==> config.mk <==
export PLATFORM = sky130hd
export DESIGN_NAME = stack_ctrl_flat
export DESIGN_NICKNAME = d
export VERILOG_FILES = /design/src/rtl/stack_ctrl_if.sv /design/src/rtl/stack_ctrl.sv /design/src/flat_wrapper.sv
export SDC_FILE = /design/constraint.sdc
export NUM_CORES = 1
export LEC_CHECK = 0
export BUFFER_PORTS_ARGS = -buffer_cell sky130_fd_sc_hd__buf_4
export CELL_PAD_IN_SITES_DETAIL_PLACEMENT = 1
export CELL_PAD_IN_SITES_GLOBAL_PLACEMENT = 1
export CORE_ASPECT_RATIO = 1.1
export CORE_MARGIN = 3
export CORE_UTILIZATION = 41
export CTS_BUF_LIST = sky130_fd_sc_hd__clkbuf_16
export CTS_CLUSTER_SIZE = 24
export DETAILED_ROUTE_END_ITERATION = 8
export HOLD_SLACK_MARGIN = 0.03
export PLACE_DENSITY = 0.84
export RECOVER_POWER = 25
export SKIP_CTS_REPAIR_TIMING = 1
export SYNTH_ARGS = -nofsm -noshare
export SYNTH_HDL_FRONTEND = slang
export SYNTH_SLANG_ARGS = --single-unit
==> constraint.sdc <==
create_clock -name clk -period 2.7 [get_ports clk]
set_input_delay 0.27 -clock clk [delete_from_list [all_inputs] [get_ports clk]]
set_output_delay 0.27 -clock clk [all_outputs]
set_load 0.005 [all_outputs]
==> src/rtl/stack_ctrl_if.sv <==
// stack_ctrl_if: request/response channel between the control unit and the
// stack sequencer. The control unit is the master and raises one-cycle
// requests. The sequencer is the slave and answers with busy/done/err and
// the popped bytes.
interface stack_ctrl_if;
  logic       req_valid;
  logic [2:0] req_op;
  logic [7:0] req_data;
  logic [7:0] req_aux;
  logic       busy;
  logic       done;
  logic       err;
  logic [7:0] rd_data;
  logic [7:0] rd_aux;

  modport master (
    output req_valid, req_op, req_data, req_aux,
    input  busy, done, err, rd_data, rd_aux
  );

  modport slave (
    input  req_valid, req_op, req_data, req_aux,
    output busy, done, err, rd_data, rd_aux
  );
endinterface

==> src/rtl/stack_ctrl.sv <==
// stack_ctrl: sequencer for PUSH/POP/CALL/RET/LDSP.
// - Drives the stack pointer controls (rw/r0) and the data memory strobes.
// - Returns popped bytes to the control unit.
// - Reloads the pointer to 8'hFF after reset, because the pointer itself has
//   no reset.
//
// Optional feature macro: STACK_GUARD_EN.
// - Defined: overflow and underflow requests are rejected with done+err.
// - Undefined: every request proceeds, the pointer wraps, and depth counts
//   modulo 128.
//
// Every output comes from a register. The strobe registers load the decode
// of the next state, so they line up cycle-for-cycle with the state register.
module stack_ctrl #(
  parameter int DEPTH_MAX = 80
) (
  input  logic             clk,
  input  logic             rst_n,
  stack_ctrl_if.slave      req_if,
  output logic [1:0]       sp_rw_o,
  output logic [7:0]       sp_r0_o,
  output logic             mem_we_o,
  output logic             mem_re_o,
  output logic [7:0]       mem_wdata_o,
  input  logic [7:0]       mem_rdata_i,
  output logic [6:0]       depth_o
);

  // depth is a 7-bit counter, so the usable range must fit in it
  if (DEPTH_MAX < 2 || DEPTH_MAX > 127) begin : g_bad_depth
    $error("stack_ctrl: DEPTH_MAX must lie in 2..127");
  end

  localparam logic [2:0] OP_NOP  = 3'd0;
  localparam logic [2:0] OP_PUSH = 3'd1;
  localparam logic [2:0] OP_POP  = 3'd2;
  localparam logic [2:0] OP_CALL = 3'd3;
  localparam logic [2:0] OP_RET  = 3'd4;
  localparam logic [2:0] OP_LDSP = 3'd5;

  localparam logic [1:0] RW_HOLD = 2'b00;
  localparam logic [1:0] RW_DEC  = 2'b01;
  localparam logic [1:0] RW_INC  = 2'b10;
  localparam logic [1:0] RW_LOAD = 2'b11;

  typedef enum logic [2:0] {
    ST_INIT = 3'd0,
    ST_IDLE = 3'd1,
    ST_WR1  = 3'd2,
    ST_WR2  = 3'd3,
    ST_RD1  = 3'd4,
    ST_RD2  = 3'd5,
    ST_CAP  = 3'd6,
    ST_LD   = 3'd7
  } state_e;

  state_e     state_q, state_d;
  logic       armed_q;

  logic [2:0] op_q, op_d;
  logic [7:0] data_q, data_d;
  logic [7:0] aux_q, aux_d;

  logic       busy_q, busy_d;
  logic       done_q, done_d;
  logic       err_q, err_d;
  logic [7:0] rd_data_q, rd_data_d;
  logic [7:0] rd_aux_q, rd_aux_d;
  logic [1:0] sp_rw_q, sp_rw_d;
  logic [7:0] sp_r0_q, sp_r0_d;
  logic       mem_we_q, mem_we_d;
  logic       mem_re_q, mem_re_d;
  logic [7:0] mem_wdata_q, mem_wdata_d;
  logic [6:0] depth_q, depth_d;

  logic       accept_s;
  logic       reject_s;

  // A request is seen only in IDLE. While the sequencer is busy, requests
  // are dropped and are not queued.
  assign accept_s = (state_q == ST_IDLE) && req_if.req_valid;

`ifdef STACK_GUARD_EN
  localparam logic [6:0] DEPTH_MAX_C = 7'(DEPTH_MAX);

  // Reject an operation that would overrun either end of the stack region
  always_comb begin
    reject_s = 1'b0;
    if (accept_s) begin
      case (req_if.req_op)
        OP_PUSH: reject_s = (depth_q >= DEPTH_MAX_C);
        OP_CALL: reject_s = (depth_q >= (DEPTH_MAX_C - 7'd1));
        OP_POP:  reject_s = (depth_q < 7'd1);
        OP_RET:  reject_s = (depth_q < 7'd2);
        OP_LDSP: reject_s = (req_if.req_data < 8'hAF);
        default: reject_s = 1'b0;
      endcase
    end else begin
      reject_s = 1'b0;
    end
  end
`else
  assign reject_s = 1'b0;
`endif

  // State register; armed_q keeps INIT visible for one full cycle after reset
  always_ff @(posedge clk or negedge rst_n) begin
    if (!rst_n) begin
      state_q <= ST_INIT;
      armed_q <= 1'b0;
    end else begin
      state_q <= state_d;
      armed_q <= 1'b1;
    end
  end

  // Next-state decode
  always_comb begin
    state_d = state_q;
    case (state_q)
      ST_INIT: begin
        if (armed_q) state_d = ST_IDLE;
        else         state_d = ST_INIT;
      end
      ST_IDLE: begin
        if (accept_s && !reject_s) begin
          case (req_if.req_op)
            OP_PUSH, OP_CALL: state_d = ST_WR1;
            OP_POP,  OP_RET:  state_d = ST_RD1;
            OP_LDSP:          state_d = ST_LD;
            default:          state_d = ST_IDLE;
          endcase
        end else begin
          state_d = ST_IDLE;
        end
      end
      // CALL writes the return PC first, then the flags byte
      ST_WR1:  state_d = (op_q == OP_CALL) ? ST_WR2 : ST_IDLE;
      ST_WR2:  state_d = ST_IDLE;
      // RET needs a second read; POP goes straight to capture
      ST_RD1:  state_d = (op_q == OP_RET) ? ST_RD2 : ST_CAP;
      ST_RD2:  state_d = ST_CAP;
      ST_CAP:  state_d = ST_IDLE;
      ST_LD:   state_d = ST_IDLE;
      default: state_d = ST_INIT;
    endcase
  end

  // Latch the operation and its operands when a request is accepted
  always_comb begin
    op_d   = op_q;
    data_d = data_q;
    aux_d  = aux_q;
    if (accept_s) begin
      op_d   = req_if.req_op;
      data_d = req_if.req_data;
      aux_d  = req_if.req_aux;
    end else begin
      op_d   = op_q;
      data_d = data_q;
      aux_d  = aux_q;
    end
  end

  // Output decode: strobes for the state being entered, plus handshake flags
  always_comb begin
    sp_rw_d     = RW_HOLD;
    sp_r0_d     = 8'hFF;
    mem_we_d    = 1'b0;
    mem_re_d    = 1'b0;
    mem_wdata_d = 8'h00;
    busy_d      = (state_d != ST_IDLE);
    // done marks the return to IDLE after an operation. A NOP or a rejected
    // request counts as an operation, even though the state stays in IDLE.
    done_d      = (state_d == ST_IDLE) && (state_q != ST_INIT) &&
                  ((state_q != ST_IDLE) || req_if.req_valid);
    err_d       = reject_s;
    case (state_d)
      ST_INIT: begin
        sp_rw_d = RW_LOAD;
        sp_r0_d = 8'hFF;
      end
      ST_WR1: begin
        sp_rw_d     = RW_DEC;
        mem_we_d    = 1'b1;
        mem_wdata_d = data_d;
      end
      ST_WR2: begin
        sp_rw_d     = RW_DEC;
        mem_we_d    = 1'b1;
        mem_wdata_d = aux_d;
      end
      ST_RD1, ST_RD2: begin
        sp_rw_d  = RW_INC;
        mem_re_d = 1'b1;
      end
      ST_LD: begin
        sp_rw_d = RW_LOAD;
        sp_r0_d = data_d;
      end
      default: begin
        sp_rw_d = RW_HOLD;
      end
    endcase
  end

  // Occupancy and read-back. These registers update at the end of each
  // action state, so both are settled in the done cycle.
  always_comb begin
    depth_d   = depth_q;
    rd_data_d = rd_data_q;
    rd_aux_d  = rd_aux_q;
    case (state_q)
      ST_INIT: depth_d = 7'd0;
      ST_WR1, ST_WR2: depth_d = depth_q + 7'd1;
      ST_RD1: depth_d = depth_q - 7'd1;
      ST_RD2: begin
        depth_d  = depth_q - 7'd1;
        rd_aux_d = mem_rdata_i;
      end
      ST_CAP: rd_data_d = mem_rdata_i;
      // (8'hFF - x) mod 128 equals (7'h7F - x[6:0]) mod 128
      ST_LD:  depth_d = 7'h7F - data_q[6:0];
      default: depth_d = depth_q;
    endcase
  end

  // Datapath and output registers
  always_ff @(posedge clk or negedge rst_n) begin
    if (!rst_n) begin
      op_q        <= OP_NOP;
      data_q      <= 8'h00;
      aux_q       <= 8'h00;
      busy_q      <= 1'b1;
      done_q      <= 1'b0;
      err_q       <= 1'b0;
      rd_data_q   <= 8'h00;
      rd_aux_q    <= 8'h00;
      sp_rw_q     <= RW_HOLD;
      sp_r0_q     <= 8'hFF;
      mem_we_q    <= 1'b0;
      mem_re_q    <= 1'b0;
      mem_wdata_q <= 8'h00;
      depth_q     <= 7'd0;
    end else begin
      op_q        <= op_d;
      data_q      <= data_d;
      aux_q       <= aux_d;
      busy_q      <= busy_d;
      done_q      <= done_d;
      err_q       <= err_d;
      rd_data_q   <= rd_data_d;
      rd_aux_q    <= rd_aux_d;
      sp_rw_q     <= sp_rw_d;
      sp_r0_q     <= sp_r0_d;
      mem_we_q    <= mem_we_d;
      mem_re_q    <= mem_re_d;
      mem_wdata_q <= mem_wdata_d;
      depth_q     <= depth_d;
    end
  end

  assign req_if.busy    = busy_q;
  assign req_if.done    = done_q;
  assign req_if.err     = err_q;
  assign req_if.rd_data = rd_data_q;
  assign req_if.rd_aux  = rd_aux_q;
  assign sp_rw_o        = sp_rw_q;
  assign sp_r0_o        = sp_r0_q;
  assign mem_we_o       = mem_we_q;
  assign mem_re_o       = mem_re_q;
  assign mem_wdata_o    = mem_wdata_q;
  assign depth_o        = depth_q;

endmodule
==> src/flat_wrapper.sv <==
// flat-port wrapper written by rule: the top's interface ports become plain ports
module stack_ctrl_flat 
#(
  parameter int DEPTH_MAX = 80
)
  (clk, rst_n, sp_rw_o, sp_r0_o, mem_we_o, mem_re_o, mem_wdata_o, mem_rdata_i, depth_o, req_if_req_valid, req_if_req_op, req_if_req_data, req_if_req_aux, req_if_busy, req_if_done, req_if_err, req_if_rd_data, req_if_rd_aux);
  stack_ctrl_if req_if_i ();
  input  logic clk;
  input  logic rst_n;
  output logic [1:0] sp_rw_o;
  output logic [7:0] sp_r0_o;
  output logic mem_we_o;
  output logic mem_re_o;
  output logic [7:0] mem_wdata_o;
  input  logic [7:0] mem_rdata_i;
  output logic [6:0] depth_o;
  input wire logic [$bits(req_if_i.req_valid)-1:0] req_if_req_valid;
  input wire logic [$bits(req_if_i.req_op)-1:0] req_if_req_op;
  input wire logic [$bits(req_if_i.req_data)-1:0] req_if_req_data;
  input wire logic [$bits(req_if_i.req_aux)-1:0] req_if_req_aux;
  output wire logic [$bits(req_if_i.busy)-1:0] req_if_busy;
  output wire logic [$bits(req_if_i.done)-1:0] req_if_done;
  output wire logic [$bits(req_if_i.err)-1:0] req_if_err;
  output wire logic [$bits(req_if_i.rd_data)-1:0] req_if_rd_data;
  output wire logic [$bits(req_if_i.rd_aux)-1:0] req_if_rd_aux;
  assign req_if_i.req_valid = req_if_req_valid;
  assign req_if_i.req_op = req_if_req_op;
  assign req_if_i.req_data = req_if_req_data;
  assign req_if_i.req_aux = req_if_req_aux;
  assign req_if_busy = req_if_i.busy;
  assign req_if_done = req_if_i.done;
  assign req_if_err = req_if_i.err;
  assign req_if_rd_data = req_if_i.rd_data;
  assign req_if_rd_aux = req_if_i.rd_aux;
  stack_ctrl #(.DEPTH_MAX(DEPTH_MAX)) u_core (.clk(clk), .rst_n(rst_n), .req_if(req_if_i), .sp_rw_o(sp_rw_o), .sp_r0_o(sp_r0_o), .mem_we_o(mem_we_o), .mem_re_o(mem_re_o), .mem_wdata_o(mem_wdata_o), .mem_rdata_i(mem_rdata_i), .depth_o(depth_o));
endmodule
-- Yosys cells after proc, flatten, opt, wreduce, memory -nomap -nowiden
Index checks and enable logic that the tools add are counted.
- bits of input ports: 30
- word-level logic and storage cells: 70
- output and inout port bits: 46
- flip-flop bits (word level): 68
- equal/unequal tests: 22
- add/subtract/negate cells: 3
- muxes and demuxes: 14
- reduce and logical (&&, ||, !) cells: 16
- operators with widths (cell ; count):
    $eq 3x3->1 const B ; 10
    $pmux 7 s4 ; 1
    $mux 8 ; 3
    $eq 3x2->1 const B ; 7
    $pmux 3 s6 ; 1
    $pmux 8 s2 ; 1
    $reduce_or 2->1 ; 7
    $eq 3x1->1 const B ; 3
    $pmux 3 s3 ; 1
    $add 7x1->7 const B ; 1
    $sub 7x1->7 const B ; 1
    $sub 7x7->7 const A ; 1
    $logic_not 3->1 ; 2
    $ne 3x1->1 const B ; 2
    $pmux 2 s3 ; 1
    $mux 2 ; 2
    $reduce_bool 4->1 ; 1
    $logic_and 1x1->1 ; 3
    $mux 1 ; 3
    $mux 3 ; 1
    $reduce_bool 3->1 ; 1
    $reduce_or 3->1 ; 1
    $logic_or 1x1->1 ; 1

-- Logic depth before layout (Yosys ltp)
Gate-level depths: netlist of the first run.
- word-level depth: 8
- depth in mapped cells: 10
- depth with buffers taken out: 8

-- Least setup slack after synthesis of the first run
Ideal clock, no wire load.
- path type: flip-flop to flip-flop
- start: register u_core.state_q[1]
- end: register u_core.depth_q[5] (netlist: u_core.depth_o[5])
- required time: 2.613 ns
- setup time: 0.087 ns
- stages on the path, launching flop included: 10
- clock period less this slack: 2.260 ns
- path slack: 0.440 ns
- buffers on the path: 2
- data arrival time: 2.173 ns
- path through: dfrtp_1 -> buf_4 -> nor2b_1 -> buf_2 -> ha_1 -> a211oi_2 -> nor2_1 -> and3_1 -> or4_1 -> a22oi_1
- word-level cells in the longest chain between the ends: 3
- elaborated cells on any way between the ends: 10
- those cells by class: eq/ne: 5; mux: 1; reduce/logical: 4
- RTL lines (element ; line ; source):
    from (decl) ; stack_ctrl.sv:57 ; state_e state_q, state_d;
    from (signal assigned) ; stack_ctrl.sv:112 ; state_q <= state_d;
    $eq 3x3->1 / $eq 3x2->1 (equally long branches) ; stack_ctrl.sv:213 ; case (state_q)
    $reduce_or 2->1, on equally long branches ; - ;
    $pmux 7 s4 / $reduce_bool 4->1 (equally long branches) ; - ;
    to (signal assigned) ; stack_ctrl.sv:259 ; depth_q <= depth_d;
    to (decl) ; stack_ctrl.sv:74 ; logic [6:0] depth_q, depth_d;
Several ways; a longest one is shown, not always the timed one.
A chain may end at the register's enable or synchronous reset.

-- Worst setup path after layout of the first run
Same ends and word-level chain as after synthesis.

==> results of run 1 <==
area by class of cell:
class	count	area, µm²	share of cell area [%]
clock buffers	9	225.2	5.550
clock inverters	7	67.56	1.665
inverters	21	78.83	1.943
multi-input cells	177	1261	31.08
flip-flops and latches	68	1713	42.21
well taps	85	106.4	2.621
repair buffers	81	605.6	14.92
flip-flops by register name (all words and copies together) (netlist names), 2 cells and up:
name	count
u_core.sp_r0_o	8
u_core.req_if.rd_data	8
u_core.depth_o	7
u_core.state_q	3
u_core.aux_q	8
u_core.data_q	8
u_core.req_if.rd_aux	8
u_core.sp_rw_o	2
u_core.op_q	3
u_core.mem_wdata_o	8
through the flow:
stage          setup WS (ns)  util [%]  instances  hold slack (ns)  total power, mW
2_1_floorplan         0.4398         -        278         -0.02559            2.979
4_1_cts               0.1396     56.30        448          0.08567            5.081
3_5_place_dp          0.1680     52.24        432           0.4329            3.849
6_report              0.3404     56.30        448           0.1861            5.039
3_3_place_gp          0.2322     52.24        432           0.4272            3.727
5_1_grt               0.1694     56.30        448           0.1750            5.399
power breakdown:
part / internal (mW) / switching (mW)
clock network: 0.711 / 0.449
registers: 1.46 / 0.276
logic: 1.02 / 1.13
layer usage:
layer,track usage [%],vias to the layer above,part of all wire [%]
li1,-,1147,-
met1,29.02,1297,41
met2,38.06,60,54
met3,4.241,13,3.8
met4,7.446,0,1.2
met5,0,-,0
worst max path at each step:
stage | start | endpoint | cells after the start
after floorplan | u_core.state_q[1] | u_core.depth_o[5] | 9
after global placement | u_core.state_q[1] | u_core.depth_o[5] | 7
final | u_core.state_q[1] | u_core.depth_o[5] | 7
after global routing | u_core.state_q[1] | u_core.depth_o[5] | 7
after detailed placement | u_core.state_q[1] | u_core.depth_o[5] | 7
after CTS | u_core.state_q[1] | u_core.depth_o[5] | 7
cell families after synthesis:
kind of cell,Yosys count
AO/OA/AOI/OAI,63
multiplexers,38
AND/OR/NAND/NOR,67
flip-flops,68
buffers and inverters,33
XOR/XNOR,1
other,2
adder cells (fa/ha/maj),6
synth_stat cells, types with 2 or more instances:
master / number
o211ai_1: 2
o31a_1: 4
clkbuf_1: 6
dfrtp_1: 59
mux2_2: 26
or2_2: 2
a221oi_1: 3
a31oi_1: 3
inv_1: 20
o21ai_0: 18
nor4_1: 2
a21oi_1: 19
buf_4: 3
a211oi_2: 2
nand3_1: 13
or3b_2: 2
nand2_1: 19
nor2_1: 15
ha_1: 5
dfstp_2: 9
mux2i_1: 12
nor2b_1: 3
conb_1: 2
nand2b_1: 3
buf_2: 3
critical path: cells and delay by family, from the launching register on:
kind | cells | cell delay (ns)
DFF | 1 | 0.39
and+or+nand+nor | 4 | 1.12
AOI/OAI and AO/OA | 2 | 0.44
adders and majority gates | 1 | 0.33
==> impl_metrics.py, run 1 <==
metrics = {
    "detailed_routing": {
        "wl_per_cell_um": 20.17,
        "wl_mm": 9.035,
        "dr.pass1.iters": 4,
        "via_count": 2517,
        "vias_per_cell": 5.618,
        "ant_nets": 0,
        "drt_iter0_drc": 96,
        "drc_errors": 0,
    },
    "floorplanning": {
        "io_pins": 76,
        "design.core.area_um2": 7207,
        "rows": 32,
        "die_x_um": 89.05,
        "die_y_um": 97.35,
        "start_util_pct": 43.16,
        "die_area_um2": 8669,
    },
    "sta": {
        "period_needed_ns": 2.360,
        "hold_violations": 0,
        "rsz0062_at_grt": "no",
        "post-route-period-util_pct": 87.39,
        "finClkSkew_ns": 0.003508,
        "fin_tns_setup_ns": 0,
        "fmax_mhz": 423.8,
        "finalSetupViolCount": 0,
        "maxSlewHeadroom_pct": -12.08,
        "slew_violations": 69,
        "worst_pin_slew_ns": 1.681,
    },
    "cts": {
        "cts_buffer_depth": 2,
        "h-tree-depth": 3,
        "cts_buffers": 9,
        "cts_sinks": 68,
        "root_buffer": "clkbuf_16",
        "clkSlewWorstSetupHoldPaths_ns": 0.06,
        "cts_tree": "built",
        "clk_latency_ns": 0.32,
    },
    "setup_path": {
        "cp_slowest_stage_delay_ns": 0.50,
        "startpoint_type": "register",
        "worstPathRequired_ns": 2.94,
        "rrSetupSlack_ns": 0.34,
        "reg2regPathDepth": 7,
        "timing.rr.end": "u_core.depth_o[5]",
        "cp_max_fo": 8,
        "slowest_stage": "or4_1",
        "arrival_ns": 2.60,
        "crit_type": "register to register",
        "endpoint_kind": "register",
        "r2r-start": "u_core.state_q[1]",
        "crit_chain": "nor2b_2 -> ha_1 -> a211oi_2 -> nor2_1 -> and3_1 -> or4_1 -> a22oi_1",
    },
    "layout": {
        "layout_commonest_cell": "buf_4",
        "mostFrequentLayoutCells": "80 x buf_4, 59 x dfrtp_1, 26 x mux2_2",
        "nFillCells": 807,
        "design_area_um2": 4058,
        "syn_to_final_growth_pct": 30.45,
        "layout-drive-gt1-share_pct": 39.39,
        "num_antenna_cells": 0,
        "finalNetCount": 394,
    },
    "global_routing": {
        "grt_pass1_wl_mm": 14.94,
        "grt.total_usage_pct": 22.66,
        "grt_pass1_vias": 2771,
        "grt_max_degree": 69,
        "antenna_found_initial": 0,
        "grt_overflow": 0,
    },
    "logic_synthesis": {
        "syn_nets": 314,
        "synthArstFlopShare_pct": 100.0,
        "synth_top_area_share_pct": 47.47,
        "synth_top_family_by_area": "multiplexers",
        "yosys_warnings": 0,
        "muxShareOfSynthArea_pct": 13.27,
        "ys.flop_type": "dfrtp_1",
        "synth.distinct_cells": 48,
        "synth_fa_ha_area_share_pct": 2.655,
        "netlist_instances": 278,
        "synthSimpleGateAreaFrac_pct": 10.86,
        "synth-edff-count": 0,
        "synth_seq_cells": 68,
        "synth_top_area_cell": "dfrtp_1",
        "yosysSeqAreaShare_pct": 55.07,
        "synth-compound-area-share_pct": 13.15,
        "synth_area_um2": 3110,
        "yosys-top-cells-area": "dfrtp_1 47%, mux2_2 9.4%, dfstp_2 7.6%",
        "synth_xor_area_share_pct": 0.2816,
        "synth.avg_cell_area_um2": 11.19,
    },
    "pwr": {
        "irDropWorstVdd_v": 0.0006053,
        "powerDensity_nw_per_um2": 1242,
        "p_leak_nw": 1.891,
    },
    "run_status": {
        "violations": "max-capacitance violations, max-slew violations",
        "outcome": "complete, but fails checks",
    },
    "place": {
        "io_buffer_count": 74,
        "dp_hpwl_mm": 6.019,
        "placed_area_um2": 3765,
        "gp_congestion": 0.8126,
    },
    "min_path": {
        "hp-class": "input pin to register",
        "whs_path_depth": 2,
        "min_to": "u_core.req_if.rd_data[3]",
        "hold_start": "mem_rdata_i[3]",
    },
    "run": {
        "drv_cap": 1,
    },
}
No activity file was read; power rests on OpenSTA's default activity.
==> run 2, diff against run 1 <==
- PLACE_DENSITY: 0.84 -> 0.83
==> run 2 against run 1 <==
Compared with the run above:
- the run still ends with max-capacitance violations, max-slew violations left
- clock skew increased by 0.0024 ns
- core utilization increased by 0.23 points
- sequential power about the same
- critical path depth unchanged
- sequential share of layout area decreased by 0.17 points
- non-clock buffer count decreased by 1
- worst setup slack got worse by 0.12 ns
- count of clock-buffer cells in the layout unchanged
- maximum frequency decreased by 4.9%
- worst hold slack got worse by 0.0027 ns
- critical endpoint unchanged
- largest cell class unchanged
- largest power group unchanged
==> impl_metrics.py, run 2 (synthesized netlist as in run 1, its figures left out) <==
metrics = {
    "run_status": {
        "outcome": "complete, but fails checks",
        "violations": "max-capacitance violations, max-slew violations",
    },
    "sta": {
        "fmax_mhz": 403.2,
        "rsz0062_at_grt": "no",
        "finalSetupViolCount": 0,
        "fin_tns_setup_ns": 0,
        "post-route-period-util_pct": 91.86,
        "slew_violations": 69,
        "hold_violations": 0,
        "maxSlewHeadroom_pct": -11.62,
        "finClkSkew_ns": 0.005880,
        "period_needed_ns": 2.480,
        "worst_pin_slew_ns": 1.674,
    },
    "setup_path": {
        "worstPathRequired_ns": 2.94,
        "crit_chain": "nor2b_2 -> ha_1 -> a211oi_2 -> nor2_1 -> and3_1 -> or4_1 -> a22oi_1",
        "arrival_ns": 2.72,
        "crit_type": "register to register",
        "cp_slowest_stage_delay_ns": 0.52,
        "endpoint_kind": "register",
        "cp_max_fo": 8,
        "startpoint_type": "register",
        "slowest_stage": "or4_1",
    },
    "place": {
        "gp_congestion": 0.8027,
        "io_buffer_count": 74,
        "dpl.cell_count": 431,
        "dp_hpwl_mm": 5.909,
    },
    "layout": {
        "nFillCells": 780,
        "mostFrequentLayoutCells": "79 x buf_4, 59 x dfrtp_1, 26 x mux2_2",
        "num_antenna_cells": 0,
        "layout_commonest_cell": "buf_4",
        "finalNetCount": 393,
        "syn_to_final_growth_pct": 30.97,
        "layout-drive-gt1-share_pct": 39.23,
        "layout.cells.non_filler": 447,
    },
    "detailed_routing": {
        "wl_per_cell_um": 19.29,
        "wl_mm": 8.623,
        "via_count": 2475,
        "ant_nets": 0,
        "drt_iter0_drc": 109,
        "drc_errors": 0,
        "dr.pass1.iters": 4,
        "vias_per_cell": 5.537,
    },
    "min_path": {
        "hp-class": "input pin to register",
    },
    "cts": {
        "cts_tree": "built",
        "root_buffer": "clkbuf_16",
        "clkSlewWorstSetupHoldPaths_ns": 0.06,
        "h-tree-depth": 3,
        "cts_buffers": 9,
        "cts_buffer_depth": 2,
        "cts_sinks": 68,
        "clk_latency_ns": 0.32,
    },
    "global_routing": {
        "grt.total_usage_pct": 21.71,
        "busiest_layer": "met2",
        "grt_pass1_vias": 2785,
        "grt_overflow": 0,
        "grt_pass1_wl_mm": 14.55,
        "grt.met3_usage_pct": 3.647,
        "gr-usage-met1_pct": 27.78,
        "antenna_found_initial": 0,
        "grt_max_degree": 69,
        "met2_usage_pct": 36.74,
    },
    "pwr": {
        "p_leak_nw": 1.905,
        "irDropWorstVdd_v": 0.0005125,
        "powerDensity_nw_per_um2": 1258,
    },
    "floorplanning": {
        "io_pins": 76,
        "die_x_um": 89.05,
        "die_y_um": 97.35,
        "die_area_um2": 8669,
        "rows": 32,
        "start_util_pct": 43.16,
        "design.core.area_um2": 7207,
    },
    "run": {
        "drv_cap": 1,
    },
}
## run 2: cell count changes in the layout (fill, tap and decap cells not counted), sizes merged
cell,delta
clkinvlp,-2
clkinv,+1
bufinv,+1
buf,-1
## run 2: critical path, delay by kind of cell, from the launching register on
family	cells	cell delay [ns]
and+or+nand+nor	4	1.17
AOI/OAI and AO/OA	2	0.48
DFF	1	0.40
adders and majority gates	1	0.34
## run 2: cell type report
type	count	area, µm²	area share [%]
clock buffer	9	225.2	5.528
clock inverter	7	91.34	2.242
inverter	21	78.83	1.935
multi-input combinational	177	1261	30.96
sequential	68	1713	42.05
tap	85	106.4	2.611
timing repair buffer	80	598.1	14.68
## run 2: worst paths after layout
check	startpoint	end	slack [ns]	cells after the start
setup reg to reg	u_core.state_q[1]	u_core.depth_o[5]	0.22	7
max in group asynchronous	rst_n	u_core.depth_o[2]	1.32	1
min in group asynchronous	rst_n	u_core.sp_rw_o[1]	0.38	1
hold / removal	mem_rdata_i[6]	u_core.req_if.rd_aux[6]	0.18	2
hold reg to reg	u_core.aux_q[0]	u_core.aux_q[0]	0.50	1
setup / recovery	u_core.state_q[1]	u_core.depth_o[5]	0.22	7
## run 2: power breakdown
part / switching, mW / internal (mW) / leakage (nW)
sequential: 0.298 / 1.45 / 0.817
clock: 0.440 / 0.806 / 0.161
combinational: 1.12 / 1.01 / 0.927
total: 1.86 / 3.27 / 1.90
## run 2: stage by stage
stage / hold WS [ns] / cell area, µm² / power [mW] / util [%] / setup WS (ns)
3_3_place_gp: 0.4277 / 3757 / 3.709 / 52.14 / 0.2457
6_report: 0.1835 / 4074 / 5.127 / 56.53 / 0.2197
5_1_grt: 0.1785 / 4074 / 5.503 / 56.53 / 0.05524
2_1_floorplan: -0.02559 / 3110 / 2.979 / - / 0.4398
4_1_cts: 0.08557 / 4074 / 5.153 / 56.53 / 0.09982
3_5_place_dp: 0.4352 / 3757 / 3.837 / 52.14 / 0.1368
## run 2: layer usage
layer / vias to the layer above / share of wire, %
met3: 9 / 3.4
met2: 60 / 53
met5: - / 0
met1: 1264 / 42
li1: 1142 / -
met4: 0 / 1.2
